$ cat config.mk
export PLATFORM = sky130hd
export DESIGN_NAME = hex_word_printer_flat
export DESIGN_NICKNAME = d
export VERILOG_FILES = /design/src/rtl/hex_word_printer_pkg.sv /design/src/rtl/hex_word_printer_if.sv /design/src/rtl/hex_to_ascii.sv /design/src/rtl/hex_word_printer.sv /design/src/flat_wrapper.sv
export SDC_FILE = /design/constraint.sdc
export NUM_CORES = 1
export LEC_CHECK = 0
export ABC_AREA = 1
export BUFFER_PORTS_ARGS = -buffer_cell sky130_fd_sc_hd__buf_2
export CORE_MARGIN = 4
export CORE_UTILIZATION = 36
export DETAILED_ROUTE_END_ITERATION = 6
export PLACE_DENSITY = 0.6
export SETUP_SLACK_MARGIN = 0.2
export SLEW_MARGIN = 20
export SYNTH_ARGS = -nofsm -noshare
export SYNTH_HDL_FRONTEND = slang
export SYNTH_HIERARCHICAL = 1
export SYNTH_SLANG_ARGS = --single-unit
$ cat constraint.sdc
create_clock -name clk -period 4.3 [get_ports clk]
set_input_delay 0.86 -clock clk [delete_from_list [all_inputs] [get_ports clk]]
set_output_delay 0.86 -clock clk [all_outputs]
set_load 0.1 [all_outputs]
$ cat src/rtl/hex_word_printer_pkg.sv
// hex_word_printer_pkg
// Shared definitions for the hex word printer:
//   - ASCII constants for the fixed characters it emits
//   - 3-bit FSM state encoding and the matching enum type
//   - cnt_width(): width of the nibble counter for a given nibble count
package hex_word_printer_pkg;

    localparam logic [7:0] ASC_0  = 8'h30;
    localparam logic [7:0] ASC_X  = 8'h78;
    localparam logic [7:0] ASC_CR = 8'h0D;
    localparam logic [7:0] ASC_LF = 8'h0A;

    localparam logic [2:0] ST_IDLE  = 3'd0;
    localparam logic [2:0] ST_PFX0  = 3'd1;
    localparam logic [2:0] ST_PFX1  = 3'd2;
    localparam logic [2:0] ST_DIGIT = 3'd3;
    localparam logic [2:0] ST_CR    = 3'd4;
    localparam logic [2:0] ST_LF    = 3'd5;

    typedef enum logic [2:0] {
        IDLE  = ST_IDLE,
        PFX0  = ST_PFX0,
        PFX1  = ST_PFX1,
        DIGIT = ST_DIGIT,
        CR    = ST_CR,
        LF    = ST_LF
    } state_t;

    // clog2(nibbles), but never below 1 so a single-nibble word still
    // gets a legal (if unused) counter bit.
    function automatic int unsigned cnt_width(input int unsigned nibbles);
        int unsigned w;
        w = 32'd1;
        while ((32'd1 << w) < nibbles) begin
            w = w + 32'd1;
        end
        return w;
    endfunction

endpackage

$ cat src/rtl/hex_word_printer_if.sv
// hex_word_printer_if
// Bundles the word-input and character-output handshakes of the printer.
//   word_valid/word_ready/word_data : producer -> printer word transfer
//   char_valid/char_ready/char_data/char_last : printer -> sink characters
//   busy : printer is in the middle of a word
// master = producer/sink side, slave = printer side.
interface hex_word_printer_if #(
    parameter int DATA_WIDTH = 32
) ();
    logic                  word_valid;
    logic                  word_ready;
    logic [DATA_WIDTH-1:0] word_data;
    logic                  char_valid;
    logic                  char_ready;
    logic [7:0]            char_data;
    logic                  char_last;
    logic                  busy;

    modport master (
        output word_valid, word_data, char_ready,
        input  word_ready, char_valid, char_data, char_last, busy
    );

    modport slave (
        input  word_valid, word_data, char_ready,
        output word_ready, char_valid, char_data, char_last, busy
    );
endinterface

$ cat src/rtl/hex_to_ascii.sv
// hex_to_ascii
// Converts one 4-bit nibble into its uppercase ASCII hex digit.
//   nibble : input value 0..15
//   ascii  : '0'..'9' (0x30..0x39) or 'A'..'F' (0x41..0x46)
module hex_to_ascii
    import hex_word_printer_pkg::*;
(
    input  logic [3:0] nibble,
    output logic [7:0] ascii
);

    // Digits sit directly above '0'; letters are offset by 7 more to land on 'A'.
    always_comb begin
        if (nibble < 4'd10) begin
            ascii = ASC_0 + {4'h0, nibble};
        end else begin
            ascii = ASC_0 + 8'h07 + {4'h0, nibble};
        end
    end

endmodule

$ cat src/rtl/hex_word_printer.sv
// hex_word_printer
// Captures a binary word and streams it out as ASCII hex, most significant
// nibble first, optionally wrapped with a "0x" prefix and a CR/LF suffix.
//   clk, rst : clock (rising edge) and asynchronous active-high reset
//   bus      : slave side of hex_word_printer_if (word in, characters out, busy)
// Parameters: DATA_WIDTH (multiple of 4, >= 4), PREFIX_0X, APPEND_CRLF.
module hex_word_printer
    import hex_word_printer_pkg::*;
#(
    parameter int DATA_WIDTH  = 32,
    parameter bit PREFIX_0X   = 1'b0,
    parameter bit APPEND_CRLF = 1'b1
) (
    input  logic              clk,
    input  logic              rst,
    hex_word_printer_if.slave bus
);

    localparam int NIBBLES = DATA_WIDTH / 4;
    localparam int CNT_W   = int'(cnt_width(NIBBLES));
    localparam logic [CNT_W-1:0] CNT_LOAD = CNT_W'(NIBBLES - 1);
    localparam logic [CNT_W-1:0] CNT_ZERO = {CNT_W{1'b0}};
    localparam logic [CNT_W-1:0] CNT_ONE  = CNT_W'(1'b1);

    state_t                state_r;
    state_t                state_s;
    logic [DATA_WIDTH-1:0] word_r;
    logic [DATA_WIDTH-1:0] word_s;
    logic [CNT_W-1:0]      cnt_r;
    logic [CNT_W-1:0]      cnt_s;
    logic                  char_valid_r;
    logic                  char_valid_s;
    logic [7:0]            char_data_r;
    logic [7:0]            char_data_s;
    logic                  char_last_r;
    logic                  char_last_s;
    logic                  busy_r;
    logic                  busy_s;
    logic                  xfer_s;
    logic [3:0]            nibble_s;
    logic [7:0]            hex_char_s;

    assign xfer_s = char_valid_r && bus.char_ready;

    // Next state, next word register and next nibble counter.
    always_comb begin
        state_s = state_r;
        word_s  = word_r;
        cnt_s   = cnt_r;
        case (state_r)
            IDLE: begin
                if (bus.word_valid) begin
                    word_s  = bus.word_data;
                    cnt_s   = CNT_LOAD;
                    state_s = PREFIX_0X ? PFX0 : DIGIT;
                end else begin
                    state_s = IDLE;
                end
            end
            PFX0: begin
                if (xfer_s) begin
                    state_s = PFX1;
                end else begin
                    state_s = PFX0;
                end
            end
            PFX1: begin
                if (xfer_s) begin
                    state_s = DIGIT;
                end else begin
                    state_s = PFX1;
                end
            end
            DIGIT: begin
                if (xfer_s) begin
                    if (cnt_r != CNT_ZERO) begin
                        cnt_s = cnt_r - CNT_ONE;
                    end else begin
                        state_s = APPEND_CRLF ? CR : IDLE;
                    end
                end else begin
                    state_s = DIGIT;
                end
            end
            CR: begin
                if (xfer_s) begin
                    state_s = LF;
                end else begin
                    state_s = CR;
                end
            end
            LF: begin
                if (xfer_s) begin
                    state_s = IDLE;
                end else begin
                    state_s = LF;
                end
            end
            default: begin
                state_s = IDLE;
            end
        endcase
    end

    // Nibble for the character that will be presented next cycle; looking at
    // the next word/counter lets a transfer be followed directly by its successor.
    assign nibble_s = word_s[{cnt_s, 2'b00} +: 4];

    hex_to_ascii u_hex_to_ascii (
        .nibble (nibble_s),
        .ascii  (hex_char_s)
    );

    // Character outputs for the next cycle, decoded from the next state.
    always_comb begin
        char_valid_s = 1'b0;
        char_data_s  = 8'h00;
        char_last_s  = 1'b0;
        case (state_s)
            IDLE: begin
                char_valid_s = 1'b0;
            end
            PFX0: begin
                char_valid_s = 1'b1;
                char_data_s  = ASC_0;
            end
            PFX1: begin
                char_valid_s = 1'b1;
                char_data_s  = ASC_X;
            end
            DIGIT: begin
                char_valid_s = 1'b1;
                char_data_s  = hex_char_s;
                char_last_s  = !APPEND_CRLF && (cnt_s == CNT_ZERO);
            end
            CR: begin
                char_valid_s = 1'b1;
                char_data_s  = ASC_CR;
            end
            LF: begin
                char_valid_s = 1'b1;
                char_data_s  = ASC_LF;
                char_last_s  = 1'b1;
            end
            default: begin
                char_valid_s = 1'b0;
            end
        endcase
    end

    assign busy_s = (state_s != IDLE);

    // State, captured word, counter and the registered character outputs.
    always_ff @(posedge clk or posedge rst) begin
        if (rst) begin
            state_r      <= IDLE;
            word_r       <= {DATA_WIDTH{1'b0}};
            cnt_r        <= CNT_ZERO;
            char_valid_r <= 1'b0;
            char_data_r  <= 8'h00;
            char_last_r  <= 1'b0;
            busy_r       <= 1'b0;
        end else begin
            state_r      <= state_s;
            word_r       <= word_s;
            cnt_r        <= cnt_s;
            char_valid_r <= char_valid_s;
            char_data_r  <= char_data_s;
            char_last_r  <= char_last_s;
            busy_r       <= busy_s;
        end
    end

    // Ready is a decode of the registered state, held low for as long as
    // reset is applied so no word can be offered into a block in reset.
    assign bus.word_ready = (state_r == IDLE) && !rst;
    assign bus.char_valid = char_valid_r;
    assign bus.char_data  = char_data_r;
    assign bus.char_last  = char_last_r;
    assign bus.busy       = busy_r;

endmodule

$ cat src/flat_wrapper.sv
// flat-port wrapper written by rule: the top's interface ports become plain ports
module hex_word_printer_flat import hex_word_printer_pkg::*;
#(
    parameter int DATA_WIDTH  = 32,
    parameter bit PREFIX_0X   = 1'b0,
    parameter bit APPEND_CRLF = 1'b1
)
  (clk, rst, bus_word_valid, bus_word_data, bus_char_ready, bus_word_ready, bus_char_valid, bus_char_data, bus_char_last, bus_busy);
  hex_word_printer_if #(.DATA_WIDTH(DATA_WIDTH)) bus_i ();
  input  logic clk;
  input  logic rst;
  input wire logic [$bits(bus_i.word_valid)-1:0] bus_word_valid;
  input wire logic [$bits(bus_i.word_data)-1:0] bus_word_data;
  input wire logic [$bits(bus_i.char_ready)-1:0] bus_char_ready;
  output wire logic [$bits(bus_i.word_ready)-1:0] bus_word_ready;
  output wire logic [$bits(bus_i.char_valid)-1:0] bus_char_valid;
  output wire logic [$bits(bus_i.char_data)-1:0] bus_char_data;
  output wire logic [$bits(bus_i.char_last)-1:0] bus_char_last;
  output wire logic [$bits(bus_i.busy)-1:0] bus_busy;
  assign bus_i.word_valid = bus_word_valid;
  assign bus_i.word_data = bus_word_data;
  assign bus_i.char_ready = bus_char_ready;
  assign bus_word_ready = bus_i.word_ready;
  assign bus_char_valid = bus_i.char_valid;
  assign bus_char_data = bus_i.char_data;
  assign bus_char_last = bus_i.char_last;
  assign bus_busy = bus_i.busy;
  hex_word_printer #(.DATA_WIDTH(DATA_WIDTH), .PREFIX_0X(PREFIX_0X), .APPEND_CRLF(APPEND_CRLF)) u_core (.clk(clk), .rst(rst), .bus(bus_i));
endmodule
---- Yosys cells after proc, flatten, opt, wreduce, memory -nomap -nowiden ----
Cells that the tools add are included.
cells by class
  equal/unequal tests ..................... 10
  $add $sub $neg .......................... 3
  mux-type cells .......................... 18
  magnitude comparators ................... 1
  reductions and logical operators ........ 7
  shift operators ......................... 1
operators by type and width
  operator               count
  $mux W32               2
  $pmux W7 S5            1
  $shiftx A32 B6 Y4      1
  $mux W3                6
  $pmux W3 S6            1
  $add A6 B4 Y7 const A  2
  $eq A3 B2 Y1 const B   4
  $eq A3 B3 Y1 const B   4
  $mux W7                1
  $eq A3 B1 Y1 const B   2
  $pmux W3 S2            1
  $reduce_bool A3 Y1     2
  $reduce_or A5 Y1       1
  $lt A4 B4 Y1 const B   1
  $mux W1                4
  $mux W2                2
  $logic_not A3 Y1       1
  $sub A3 B1 Y3 const B  1
  $logic_and A1 B1 Y1    2
  $logic_not A1 Y1       1
storage, ports and cells
  input port bits ......................... 36
  flip-flop bits (word level) ............. 48
  output and inout port bits .............. 12
  word-level logic and storage cells ...... 47

---- Depth between registers and ports, before layout ----
  depth in word-level cells ............... 8
  depth in mapped cells ................... 19
  gate-level depth less buffers ........... 18

---- Cells and area by module ----
The synthesis kept the hierarchy.
modules (own cells, without submodules)
  module            area each (µm²)  sequential area each (µm²)  times used  cells each
  hex_word_printer  2,645.0          1,226.2                     1           345
  hex_to_ascii      123.9            0.0                         1           25

---- Worst setup path before layout ----
No wires, ideal clock.
  path type ............................... register to output
  start point ............................. reg u_core.state_r[2]
  end point ............................... out bus_word_ready
  cell stages (with the launch flop) ...... 6
  data arrival time ....................... 2.146 ns
  buffers on the path ..................... 2
  required time ........................... 3.440 ns
  path slack .............................. 1.294 ns
  cells stage by stage .................... dfrtp_1 buf_6 inv_2 nand3_4 buf_2 nor2_1
on the way
  cells in the longest elaborated chain, start to end .. 2
RTL lines
  what                    RTL line                 RTL
  start, declared         hex_word_printer.sv:25   state_t state_r;
  start signal, assigned  hex_word_printer.sv:164  state_r <= state_s;
  $logic_not A3 Y1        hex_word_printer.sv:176  assign bus.word_ready = (state_r == IDLE) && !rst;
  $logic_and A1 B1 Y1     hex_word_printer.sv:176
  end, declared           flat_wrapper.sv:15       output wire logic [$bits(bus_i.word_ready)-1:0] bus_word_ready;
No other way between the ends.

---- Final worst setup path ----
  start point ............................. in bus_word_valid
  end point ............................... reg u_core.char_data_r[2] (netlist: u_core/bus.char_data[2])
on the way
  cells in the longest elaborated chain, start to end .. 6
  elaborated cells between the ends (all ways) .. 17
  those cells by class .................... add/sub: 2; order compare: 1; eq/ne: 5; shift: 1; mux: 8
RTL lines
  what                                   RTL line                 RTL
  start, declared                        flat_wrapper.sv:12       input wire logic [$bits(bus_i.word_valid)-1:0] bus_word_valid;
  $mux W3 (*)                            hex_word_printer.sv:52   if (bus.word_valid) begin
  $pmux W3 S2 (*)                        hex_word_printer.sv:50   case (state_r)
  named net u_core.cnt_s[1]              hex_word_printer.sv:30   logic [CNT_W-1:0] cnt_s;
  $shiftx A32 B6 Y4 (*)                  hex_word_printer.sv:107  assign nibble_s = word_s[{cnt_s, 2'b00} +: 4];
  named net u_core.nibble_s[1]           hex_word_printer.sv:40   logic [3:0] nibble_s;
  $add A6 B4 Y7 (tied with other cells)  hex_to_ascii.sv:17       ascii = ASC_0 + 8'h07 + {4'h0, nibble};
  $mux W7 (*)                            hex_to_ascii.sv:14       if (nibble < 4'd10) begin
  named net u_core.hex_char_s[2]         hex_word_printer.sv:41   logic [7:0] hex_char_s;
  $pmux W7 S5 (*)                        hex_word_printer.sv:119  case (state_s)
  named net u_core.char_data_s[2]        hex_word_printer.sv:34   logic [7:0] char_data_s;
  end signal, assigned                   hex_word_printer.sv:168  char_data_r <= char_data_s;
  end, declared                          hex_word_printer.sv:33   logic [7:0] char_data_r;
Mark *: on every way through the listed nets, which the timed path passes. The rest lies on a longest branch.

==> impl_metrics.json <==
{
  "skew_ns": 0.0138,
  "post-place-ws_ns": 1.11,
  "antenna_cells": 0,
  "async_reset_ff_share_pct": 100,
  "fin_nets": 448,
  "synth_edf_count": 0,
  "swShare_pct": 53.5,
  "synthTopCellsByArea": "dfrtp_1, nand2_1, nand3_1",
  "ys_seq_area_share_pct": 44.3,
  "cts_hold_buf": 0,
  "cts_root_buf": "clkbuf_8",
  "antenna_left": 0,
  "overflow": 0,
  "synth.avg_cell_area_um2": 7.48,
  "antenna_found_initial": 0,
  "vias": 2386,
  "outcome": "finished clean",
  "dp.cells": 501,
  "yosysMostFrequentCell": "nand2_1",
  "grt_pass1_wl_um": 10300,
  "path_buf_inv": 4,
  "synth_common_cells": "nand2_1, dfrtp_1, nand3_1",
  "fp-row-count": 31,
  "finalCritPeriodShare_pct": 66.9,
  "synthFlopType": "dfrtp_1",
  "comb_power_share_pct": 61.7,
  "hold_path.class": "reg -> reg",
  "wl_per_cell_um": 12.2,
  "p_sw_mw": 1.41,
  "place_hpwl_um": 4530,
  "grt_pass1_vias": 2193,
  "cts_tree": "done",
  "core-area_um2": 7370,
  "post-cts-setup-buffer-count": 0,
  "track_usage_pct": 14.5,
  "ios": 48,
  "die_h_um": 95.7,
  "tns_ns": 0,
  "cts_buffer_depth": 2,
  "io_buffer_count": 47,
  "cts_sinks": 49,
  "pwr-share-clk_pct": 10.3,
  "clkSlewWorstSetupHoldPaths_ns": 0.09,
  "fillers": 803,
  "synthCells": 370,
  "fin_crit_ns": 2.87,
  "ys_seq_elements": 49,
  "rsz0062_at_grt": "no",
  "cp_data_arrival_time_ns": 3.07,
  "slew_violations": 0,
  "gp_congestion": 0.823,
  "die_w_um": 95.7,
  "p_int_mw": 1.23,
  "cp_slowest_stage_delay_ns": 0.30,
  "syn_area_um2": 2770,
  "cts_resized": 0,
  "power_density_nw_per_um2": 846,
  "totalWireLength_um": 6200,
  "path_class": "in -> reg",
  "synth_top_area_share_pct": 44.3,
  "seqPwrFrac_pct": 27.9,
  "start_kind": "primary input",
  "crit_path_end_kind": "flip-flop",
  "synth_largest_area_cell": "dfrtp_1",
  "first_pass_iters": 4,
  "crit_fanout": 18,
  "htree_num_levels": 2,
  "ys_warn_count": 6,
  "path_cells": "buf_2 -> inv_2 -> nor2_8 -> nor2_1 -> nor2_2 -> nand3_1 -> nand3_1 -> nand2_1 -> inv_1 -> ha_1 -> inv_1 -> o21ai_1 -> nand2_1 -> nand3_1 -> nand2_1",
  "clock_latency_ns": 0.31,
  "required_ns": 4.49,
  "path_delay_family": "simple AND/OR/NAND/NOR gates",
  "maxClockFrequency_mhz": 348,
  "leakage_nw": 1.72,
  "hold_violations": 0,
  "cts_buffers": 5,
  "drc_errors": 0,
  "synth.net_count": 409,
  "power_mw": 2.64,
  "worst_pin_slew_ns": 0.828,
  "setup_ws_ns": 1.43,
  "final-setup-viol-count": 0,
  "drive_above_1_share_pct": 19.0,
  "die-area_um2": 9160,
  "relSlewSlack_pct": 44.7,
  "ir_worst_vdd_uv": 244,
  "via_per_inst": 4.69,
  "grt_max_degree": 50,
  "critPathSlowestCell": "nor2_8",
  "drv_cap": 0,
  "start_util_pct": 37.6,
  "stdcell_count": 509,
  "yosysUniqueCellTypes": 30,
  "area_delta_synth_final_pct": 12.6,
  "first_iter_violations": 165
}
path summary, 6_finish.rpt:
check,start,to,slack (ns),cells after the start
max,bus_word_valid,u_core/bus.char_data[2]$_DFF_PP0_,1.43,15
min,u_core/word_r[12]$_DFF_PP0_,u_core/word_r[12]$_DFF_PP0_,0.48,2
max reg2reg,u_core/state_r[0]$_DFF_PP0_,u_core/bus.char_data[4]$_DFF_PP0_,1.48,17
min reg2reg,u_core/word_r[12]$_DFF_PP0_,u_core/word_r[12]$_DFF_PP0_,0.48,2
max in group asynchronous,rst,u_core/cnt_r[2]$_DFF_PP0_,3.11,2
min in group asynchronous,rst,u_core/word_r[10]$_DFF_PP0_,0.68,2
state kept, by name (all words and copies together), names as in the netlist:
register,count
u_core/bus.busy,1
u_core/word_r,32
u_core/bus.char_data,8
u_core/bus.char_last,1
u_core/cnt_r,3
u_core/bus.char_valid,1
u_core/state_r,3
power groups by stage:
stage | clock network (mW) | logic [mW] | registers (mW)
final | 0.272 | 1.63 | 0.737
after global routing | 0.308 | 1.82 | 0.758
after CTS | 0.287 | 1.63 | 0.738
after detailed placement | 0 | 1.63 | 0.747
after global placement | 0 | 1.60 | 0.743
after floorplan | 0 | 1.09 | 1.01
per-layer routing:
metal	vias to the layer above	wire (um)	part of all wire, %	GRT usage [%]
met1	1073	2980	48	20.4
met4	0	59	0.95	4.38
li1	1263	-	-	-
met2	46	2870	46	22.3
met3	4	290	4.7	3.21
met5	-	0	0	0
metrics by stage:
| step | area, um2 | util [%] | hold slack (ns) |
|---|---|---|---|
| after detailed placement | 3030 | 41.1 | 0.461 |
| final | 3120 | 42.3 | 0.478 |
| after global routing | 3120 | 42.3 | 0.505 |
| after floorplan | 2770 | - | 0.438 |
| after CTS | 3120 | 42.3 | 0.484 |
| after global placement | 3030 | 41.1 | 0.458 |
kinds of logic after synthesis:
group	synth area share, %
flip-flops	44.3
adder cells (fa/ha/maj)	1.36
other	0.135
buffers and inverters	6.78
AO/OA/AOI/OAI	2.35
AND/OR/NAND/NOR	45.1
placed cells by master (no fill, tap or decap), drive strengths merged:
cell type / synthesis / final
nand2: 189 / 189
dfrtp: 49 / 49
buf: 12 / 47
nand3: 42 / 42
inv: 24 / 24
nand4: 19 / 19
nor2: 12 / 12
clkbuf: 3 / 6
o21ai: 6 / 6
nor3: 3 / 3
ha: 3 / 3
a21oi: 3 / 3
clkinv: 0 / 2
a31o: 1 / 1
or2: 1 / 1
and3: 1 / 1
nand3b: 1 / 1
conb: 1 / 1
cell type report:
type                       count  area, um2  area share (%)
multi-input combinational    282       1360            43.5
inverter                      24       91.3            2.93
tap                           99        124            3.97
clock inverter                 2       13.8           0.441
timing repair buffer          47        235            7.54
clock buffer                   6       72.6            2.33
sequential                    49       1230            39.3
tightest hold or removal path: cells and delay by family (launching register included):
| family | cells | cell delay, ns |
|---|---|---|
| flops | 1 | 0.33 |
| simple gates | 2 | 0.11 |
Note: power is estimated with default switching activity, not from simulation.
